## src/rtl/rgen_host_if_apb.sv

```systemverilog
// APB slave front end for a generated register block.
// Turns each APB transfer into a one-cycle internal register command and
// returns the decoded read data / hit status as PRDATA / PSLVERR with PREADY.
// Optional build macro: RGEN_APB_PSTRB_EN adds the i_pstrb port and derives
// the bit write mask from the byte strobes; without it the mask is all ones.
module rgen_host_if_apb #(
  parameter  int ADDRESS_WIDTH = 16,
  parameter  int DATA_WIDTH    = 32,
  localparam int STROBE_WIDTH  = DATA_WIDTH / 8
) (
  input  logic                     clk,
  input  logic                     rst_n,
  input  logic                     i_psel,
  input  logic                     i_penable,
  input  logic [ADDRESS_WIDTH-1:0] i_paddr,
  input  logic                     i_pwrite,
  input  logic [DATA_WIDTH-1:0]    i_pwdata,
`ifdef RGEN_APB_PSTRB_EN
  input  logic [STROBE_WIDTH-1:0]  i_pstrb,
`endif
  output logic                     o_pready,
  output logic [DATA_WIDTH-1:0]    o_prdata,
  output logic                     o_pslverr,
  output logic                     o_command_valid,
  output logic [ADDRESS_WIDTH-1:0] o_address,
  output logic                     o_write,
  output logic [DATA_WIDTH-1:0]    o_write_data,
  output logic [DATA_WIDTH-1:0]    o_write_mask,
  input  logic                     i_hit,
  input  logic [DATA_WIDTH-1:0]    i_read_data
);

  typedef enum logic [1:0] {
    IDLE     = 2'd0,
    COMMAND  = 2'd1,
    RESPONSE = 2'd2
  } state_t;

  state_t                   state_q;
  logic                     command_valid_q;
  logic [ADDRESS_WIDTH-1:0] address_q;
  logic                     write_q;
  logic [DATA_WIDTH-1:0]    write_data_q;
  logic [DATA_WIDTH-1:0]    write_mask_q;
  logic [DATA_WIDTH-1:0]    write_mask_d;
  logic                     pready_q;
  logic                     pslverr_q;
  logic [DATA_WIDTH-1:0]    prdata_q;

`ifdef RGEN_APB_PSTRB_EN
  // Expand each byte strobe into eight mask bits.
  function automatic logic [DATA_WIDTH-1:0] strb_to_mask(input logic [STROBE_WIDTH-1:0] strb);
    logic [DATA_WIDTH-1:0] m;
    m = '0;
    for (int k = 0; k < STROBE_WIDTH; k++) begin
      m[8*k +: 8] = {8{strb[k]}};
    end
    return m;
  endfunction

  // Mask to latch at setup: follows the byte strobes.
  always_comb begin
    write_mask_d = strb_to_mask(i_pstrb);
  end
`else
  // Mask to latch at setup: every bit writable when strobes are absent.
  always_comb begin
    write_mask_d = '1;
  end
`endif

  // Transfer FSM: latches the setup phase, strobes the command for one
  // cycle, captures the decode result and holds the response until access.
  always_ff @(posedge clk or negedge rst_n) begin
    if (!rst_n) begin
      state_q         <= IDLE;
      command_valid_q <= 1'b0;
      address_q       <= '0;
      write_q         <= 1'b0;
      write_data_q    <= '0;
      write_mask_q    <= '0;
      pready_q        <= 1'b0;
      pslverr_q       <= 1'b0;
      prdata_q        <= '0;
    end else begin
      case (state_q)
        IDLE: begin
          // A lone penable without a setup phase is ignored.
          if (i_psel && !i_penable) begin
            address_q       <= i_paddr;
            write_q         <= i_pwrite;
            write_data_q    <= i_pwdata;
            write_mask_q    <= write_mask_d;
            command_valid_q <= 1'b1;
            state_q         <= COMMAND;
          end
        end
        COMMAND: begin
          command_valid_q <= 1'b0;
          if (i_psel) begin
            // Decode result is only valid during the command cycle.
            pready_q  <= 1'b1;
            pslverr_q <= !i_hit;
            prdata_q  <= (!write_q && i_hit) ? i_read_data : '0;
            state_q   <= RESPONSE;
          end else begin
            state_q <= IDLE;
          end
        end
        RESPONSE: begin
          if (!i_psel || i_penable) begin
            pready_q  <= 1'b0;
            pslverr_q <= 1'b0;
            prdata_q  <= '0;
            state_q   <= IDLE;
          end
        end
        default: begin
          command_valid_q <= 1'b0;
          pready_q        <= 1'b0;
          pslverr_q       <= 1'b0;
          prdata_q        <= '0;
          state_q         <= IDLE;
        end
      endcase
    end
  end

  assign o_pready        = pready_q;
  assign o_prdata        = prdata_q;
  assign o_pslverr       = pslverr_q;
  assign o_command_valid = command_valid_q;
  assign o_address       = address_q;
  assign o_write         = write_q;
  assign o_write_data    = write_data_q;
  assign o_write_mask    = write_mask_q;

endmodule

```

## config.mk

```make
export PLATFORM = sky130hd
export DESIGN_NAME = rgen_host_if_apb
export DESIGN_NICKNAME = d
export VERILOG_FILES = /design/src/rtl/rgen_host_if_apb.sv
export SDC_FILE = /design/constraint.sdc
export NUM_CORES = 1
export LEC_CHECK = 0
export ABC_AREA = 0
export BUFFER_PORTS_ARGS = -buffer_cell sky130_fd_sc_hd__buf_2
export CAP_MARGIN = 0
export CELL_PAD_IN_SITES_DETAIL_PLACEMENT = 2
export CELL_PAD_IN_SITES_GLOBAL_PLACEMENT = 2
export CORE_MARGIN = 1.5
export CORE_UTILIZATION = 24
export CTS_CLUSTER_DIAMETER = 200
export DETAILED_ROUTE_END_ITERATION = 8
export GPL_TIMING_DRIVEN = 0
export PLACE_DENSITY = 0.74
export SETUP_SLACK_MARGIN = 0.2
export SYNTH_ARGS = -nofsm -noshare
export SYNTH_HDL_FRONTEND = slang
export SYNTH_SLANG_ARGS = --single-unit
```

## constraint.sdc

```tcl
create_clock -name clk -period 1.5 [get_ports clk]
set_input_delay 0.15 -clock clk [delete_from_list [all_inputs] [get_ports clk]]
set_output_delay 0.15 -clock clk [all_outputs]
set_load 0.005 [all_outputs]
```

**Word level (Yosys, flattened, before mapping)**

Index checks and enable logic that the tools add are counted.

- Output and inout bits: 116
- Memories: 0
- Logic and storage cells: 43
- Flip-flop bits (word level): 87
- Input bits: 86
- ROM bits: 0
- RAM bits: 0
- Bits in latches: 0

- Bitwise operators: 2
- Muxes and demuxes: 15
- Equality and inequality tests: 5
- Reductions and logical operators: 12
- Shifts and indexed selects: 0
- Div/mod/pow operators: 0
- $add $sub $neg: 0
- Magnitude comparators: 0
- Multipliers: 0

Operators with widths:

| cell | count |
|---|---|
| 2-to-1 mux 32 bit | 3 |
| one-hot mux 32 bit (3 select lines) | 1 |
| 2-to-1 mux 2 bit | 3 |
| != test 2 bit, second input constant | 3 |
| one-hot mux 1 bit (3 select lines) | 2 |
| one-hot mux 2 bit (3 select lines) | 1 |
| AND reduction 2 bit | 3 |
| logical NOT 1 bit | 4 |
| 2-to-1 mux 1 bit | 4 |
| AND reduction 3 bit | 1 |
| equality test 2 x 1 -> 1 bit, second input constant | 1 |
| equality test 2 bit, second input constant | 1 |
| logical AND 1 bit | 2 |
| logical NOT 2 bit | 1 |
| inverter 1 bit | 2 |
| one-hot mux 1 bit (2 select lines) | 1 |
| logical OR 1 bit | 1 |

**Logic depth before layout (Yosys ltp)**

- Depth in word-level cells: 5
- Depth in mapped cells: 4
- Mapped depth without buffers: 3

**Least setup slack after synthesis**

No wires, ideal clock.

- Kind: register to register
- Start point: register state_q[1]
- End point: register address_q[0], in the netlist o_address[0]
- Stages on the path, launching flop included: 4
- Setup slack: 76 ps
- Buffers on the path: 1
- Clock period less this slack: 1424 ps
- Required time: 1375 ps
- Setup time: 125 ps
- Arrival: 1299 ps
- Cell sequence: dfrtp_1 nor3_4 buf_6 mux2_2

- Longest elaborated chain between the ends: 2

RTL lines:

| element | line | source |
|---|---|---|
| from (decl) | 39 | `state_t state_q;` |
| from (signal assigned) | 76 | `state_q <= IDLE;` |
| from (signal assigned) | 95 | `state_q <= COMMAND;` |
| from (signal assigned) | 105 | `state_q <= RESPONSE;` |
| logical NOT 2 bit | 86 | `case (state_q)` |
| AND reduction 2 bit (no line) | - |  |
| to (signal assigned) | 90 | `address_q <= i_paddr;` |
| to (decl) | 41 | `logic [ADDRESS_WIDTH-1:0] address_q;` |

Every way passes these cells.
A chain may end at the register's enable or synchronous reset.

==> impl_metrics.xml <==
<?xml version="1.0" encoding="UTF-8"?>
<metrics>
  <group name="run_status">
    <metric name="run_status" unit="">complete, no violations</metric>
  </group>
  <group name="detailed_routing">
    <metric name="wirelength_met1" unit="microns">3897</metric>
    <metric name="via_count" unit="">2800</metric>
    <metric name="totalWireLength" unit="microns">11050</metric>
    <metric name="antenna_violating_nets_post_route" unit="">0</metric>
    <metric name="post-route-drc-count" unit="">0</metric>
    <metric name="dr.pass1.iters" unit="">3</metric>
    <metric name="viasPerCell" unit="">4.334</metric>
    <metric name="detailroute.wirelength.met3" unit="microns">1170</metric>
    <metric name="highest-signal-layer" unit="">met4</metric>
    <metric name="met2RoutedLength" unit="microns">5773</metric>
    <metric name="drt_first_iter_violations" unit="">47</metric>
    <metric name="detail_route.wl_per_cell" unit="microns">17.10</metric>
  </group>
  <group name="synthesis">
    <metric name="synth-async-reset-ratio" unit="%">100.0</metric>
    <metric name="synth_seq_cells" unit="">87</metric>
    <metric name="yosys_warnings" unit="">0</metric>
    <metric name="cell_types_with_the_highest_counts_after_synthesis" unit="">sky130_fd_sc_hd__dfrtp_1 (87), sky130_fd_sc_hd__mux2_2 (49), sky130_fd_sc_hd__buf_4 (31), sky130_fd_sc_hd__a22o_2 (27), sky130_fd_sc_hd__buf_6 (8)</metric>
    <metric name="netlist_instances" unit="">226</metric>
    <metric name="synth_edf_count" unit="">0</metric>
    <metric name="syn_area" unit="sq mm">0.003501</metric>
    <metric name="synth.lib_cells_used.distinct" unit="">22</metric>
    <metric name="synth.top_cell.area_share" unit="%">62.19</metric>
    <metric name="post-synth-top-area-cell" unit="">sky130_fd_sc_hd__dfrtp_1</metric>
    <metric name="ys_seq_area_share" unit="%">62.19</metric>
    <metric name="syn-mean-instance-area" unit="sq um">15.49</metric>
    <metric name="yosys.cell_count.top_type" unit="">sky130_fd_sc_hd__dfrtp_1</metric>
    <metric name="synth_flop_cell" unit="">sky130_fd_sc_hd__dfrtp_1</metric>
    <metric name="synth_area_leaders" unit="">sky130_fd_sc_hd__dfrtp_1 (62%), sky130_fd_sc_hd__mux2_2 (16%), sky130_fd_sc_hd__a22o_2 (7.7%)</metric>
    <metric name="synth.net_count" unit="">312</metric>
  </group>
  <group name="timing">
    <metric name="grt_setup_unrepaired" unit="">yes</metric>
    <metric name="final.setup.worst_slack" unit="ns">0.06743</metric>
    <metric name="worst_clock_skew" unit="ns">0.006564</metric>
    <metric name="hold_slack" unit="ns">0.03396</metric>
    <metric name="tightestPinTransition" unit="ns">0.5469</metric>
    <metric name="fin_crit_sh" unit="%">95.50</metric>
    <metric name="timing.final.max_slew_violations" unit="">0</metric>
    <metric name="max_clock_freq" unit="MHz">698.0</metric>
    <metric name="max-slew-margin-rel" unit="%">63.54</metric>
    <metric name="min_period" unit="ns">1.433</metric>
    <metric name="report.final.setup_viol" unit="">0</metric>
    <metric name="number_of_hold_violations_in_the_final_report" unit="">0</metric>
  </group>
  <group name="critical_path">
    <metric name="path_cells" unit="">buf_12 &gt; buf_4 &gt; buf_2</metric>
    <metric name="path_class" unit="">reg -&gt; out</metric>
    <metric name="cp-startpoint" unit="">o_write_mask[0]</metric>
    <metric name="critical-path-slowest-cell" unit="">sky130_fd_sc_hd__dfrtp_4</metric>
    <metric name="crit_arrival" unit="ns">1.28</metric>
    <metric name="timing.critical_path.fanout_max" unit="">16</metric>
    <metric name="critical_path_required" unit="ns">1.35</metric>
    <metric name="crit_buf_inv" unit="">3</metric>
    <metric name="reg2reg_from" unit="">state_q[1]</metric>
    <metric name="timing.critical_path.slowest_cell_delay" unit="ns">0.53</metric>
    <metric name="worstSetupEndpointType" unit="">output port</metric>
    <metric name="setup.worst_path.start_class" unit="">flip-flop</metric>
    <metric name="cell_type_group_with_the_largest_total_delay_on_the_critical_path" unit="">flip-flops</metric>
  </group>
  <group name="hold_path">
    <metric name="timing.hold.worst.start" unit="">i_read_data[5]</metric>
    <metric name="timing.hold.worst.class" unit="">in -&gt; reg</metric>
  </group>
  <group name="placement">
    <metric name="numPortBuffers" unit="">201</metric>
    <metric name="hpwl" unit="microns">7696</metric>
    <metric name="globalplace.congestion" unit="">0.6927</metric>
    <metric name="place_area" unit="sq mm">0.004766</metric>
    <metric name="placement.setup.worst_slack" unit="ns">-0.2749</metric>
  </group>
  <group name="global_route">
    <metric name="track_usage" unit="%">13.91</metric>
    <metric name="first_global_vias" unit="">3088</metric>
    <metric name="first_pass_grt_wire_length" unit="microns">16170</metric>
    <metric name="grt_start_max_net_pins" unit="">51</metric>
    <metric name="overflow" unit="">0</metric>
    <metric name="antenna_violations_before_repair" unit="">0</metric>
  </group>
  <group name="power_and_ir_drop">
    <metric name="p_per_area" unit="mW/mm^2">1149</metric>
    <metric name="power_frac_clock" unit="%">36.0</metric>
    <metric name="p_comb_share" unit="%">19.6</metric>
    <metric name="switching_share" unit="%">24.76</metric>
    <metric name="power.leakage" unit="nW">2.943</metric>
    <metric name="net-switching-power" unit="mW">1.634</metric>
    <metric name="internal_power" unit="mW">4.968</metric>
    <metric name="vdd_drop_max" unit="mV">0.6787</metric>
    <metric name="power_frac_seq" unit="%">44.5</metric>
  </group>
  <group name="final_layout">
    <metric name="share_of_the_core_filled_with_cells_in_the_final_layout" unit="%">40.91</metric>
    <metric name="layout-drive-gt1-share" unit="%">77.90</metric>
    <metric name="flow.area_growth_from_synthesis" unit="%">64.08</metric>
    <metric name="design_area" unit="sq mm">0.005744</metric>
    <metric name="n_antenna_cell" unit="">0</metric>
    <metric name="final_nets" unit="">547</metric>
  </group>
  <group name="die">
    <metric name="fp.dieArea" unit="sq mm">0.01532</metric>
    <metric name="boundaryPins" unit="">202</metric>
    <metric name="placeable_core_region" unit="sq mm">0.01404</metric>
    <metric name="placement_rows" unit="">43</metric>
    <metric name="start_util" unit="%">24.93</metric>
    <metric name="floorplan.die.width" unit="microns">123.8</metric>
    <metric name="die_height" unit="microns">123.8</metric>
  </group>
  <group name="clock_tree">
    <metric name="numClockSinks" unit="">87</metric>
    <metric name="cts-root-buf" unit="">sky130_fd_sc_hd__clkbuf_16</metric>
    <metric name="worstSkewPairLatency" unit="ns">0.34</metric>
    <metric name="cts-htree-levels" unit="">3</metric>
    <metric name="cts_tree" unit="">done</metric>
    <metric name="cts_buffer_depth" unit="">2</metric>
    <metric name="cts-buffers-inserted" unit="">9</metric>
    <metric name="worst_setup_hold_path_clk_slew" unit="ns">0.07</metric>
  </group>
  <group name="flow_run">
    <metric name="max_cap_violations" unit="">0</metric>
  </group>
</metrics>
cell usage in the layout, fill, tap and decap left out, drive strengths merged, types with 2 or more instances in the layout:
cell type	count
a22o	32
buf	262
bufinv	2
clkbuf	12
clkinv	2
clkinvlp	2
dfrtp	87
dlygate4sd3	2
mux2	49
nor2	2
cell families (layout without fill, tap and decap cells):
group / count (synthesis) / after routing / share of synthesized area (%)
compound gates: 36 / 36 / 9.721
buf+inv: 43 / 283 / 9.757
flops: 87 / 87 / 62.19
mux: 50 / 50 / 16.05
simple gates: 10 / 10 / 2.288
sequential cells by signal (all words and copies together) (netlist names):
register,count
o_write_mask,1
o_prdata,32
o_command_valid,1
o_write,1
state_q,2
o_pready,1
o_pslverr,1
o_write_data,32
o_address,16
metal layers:
layer	GRT usage, %	up-vias
met4	5.891	0
met5	0	-
met3	4.808	14
met2	24.48	139
met1	15.20	1402
li1	-	1245
through the flow:
step / TNS [ns] / total power, mW / instances
after detailed placement: -17.37 / 4.122 / 608
after global routing: 0 / 6.963 / 646
after global placement: -60.09 / 4.039 / 607
after CTS: 0 / 6.714 / 642
after floorplan: 0 / 3.425 / 226
final: 0 / 6.602 / 646
path summary, 6_finish.rpt:
| check | end | slack [ns] | cells after the start |
|---|---|---|---|
| min in group asynchronous | o_prdata[13] | 0.35 | 2 |
| hold / removal | o_prdata[5] | 0.03 | 2 |
| setup / recovery | o_write_mask[1] | 0.07 | 3 |
| hold reg to reg | o_command_valid | 0.49 | 1 |
| setup reg to reg | o_write_data[31] | 0.08 | 4 |
| max in group asynchronous | o_write_mask[0] | 0.50 | 3 |
power by group through the flow:
stage / combinational [mW] / clock [mW] / sequential, mW
floorplan: 0.441 / 0 / 2.98
global placement: 1.10 / 0 / 2.94
detailed placement: 1.16 / 0 / 2.97
CTS: 1.30 / 2.47 / 2.94
global route: 1.42 / 2.56 / 2.98
finish: 1.29 / 2.37 / 2.94
worst reg2reg max path: cells and delay by family, from the launching register on:
family	cells	cell delay, ns
buffers and inverters	2	0.32
and+or+nand+nor	1	0.22
DFF	1	0.43
muxes	1	0.34
repair_timing:
item,in CTS,in global routing
buffers inserted,13,2
gates resized for setup,51,33
hold endpoints to repair,38,0
hold buffers,2,0
gates cloned,3,2
setup endpoints to repair,117,115
pin swaps,2,3
layout make-up:
| type | instances | area [sq um] |
|---|---|---|
| plain buffers | 42 | 462.9 |
| clock buffers | 10 | 229.0 |
| clock inverters | 6 | 85.08 |
| fillers | 1413 | 8298 |
| inverters | 1 | 3.754 |
| multi-input cells | 96 | 1112 |
| flip-flops and latches | 87 | 2183 |
| well taps | 180 | 225.2 |
| repair buffers | 224 | 1443 |
Power figures use the tool's default switching activity.
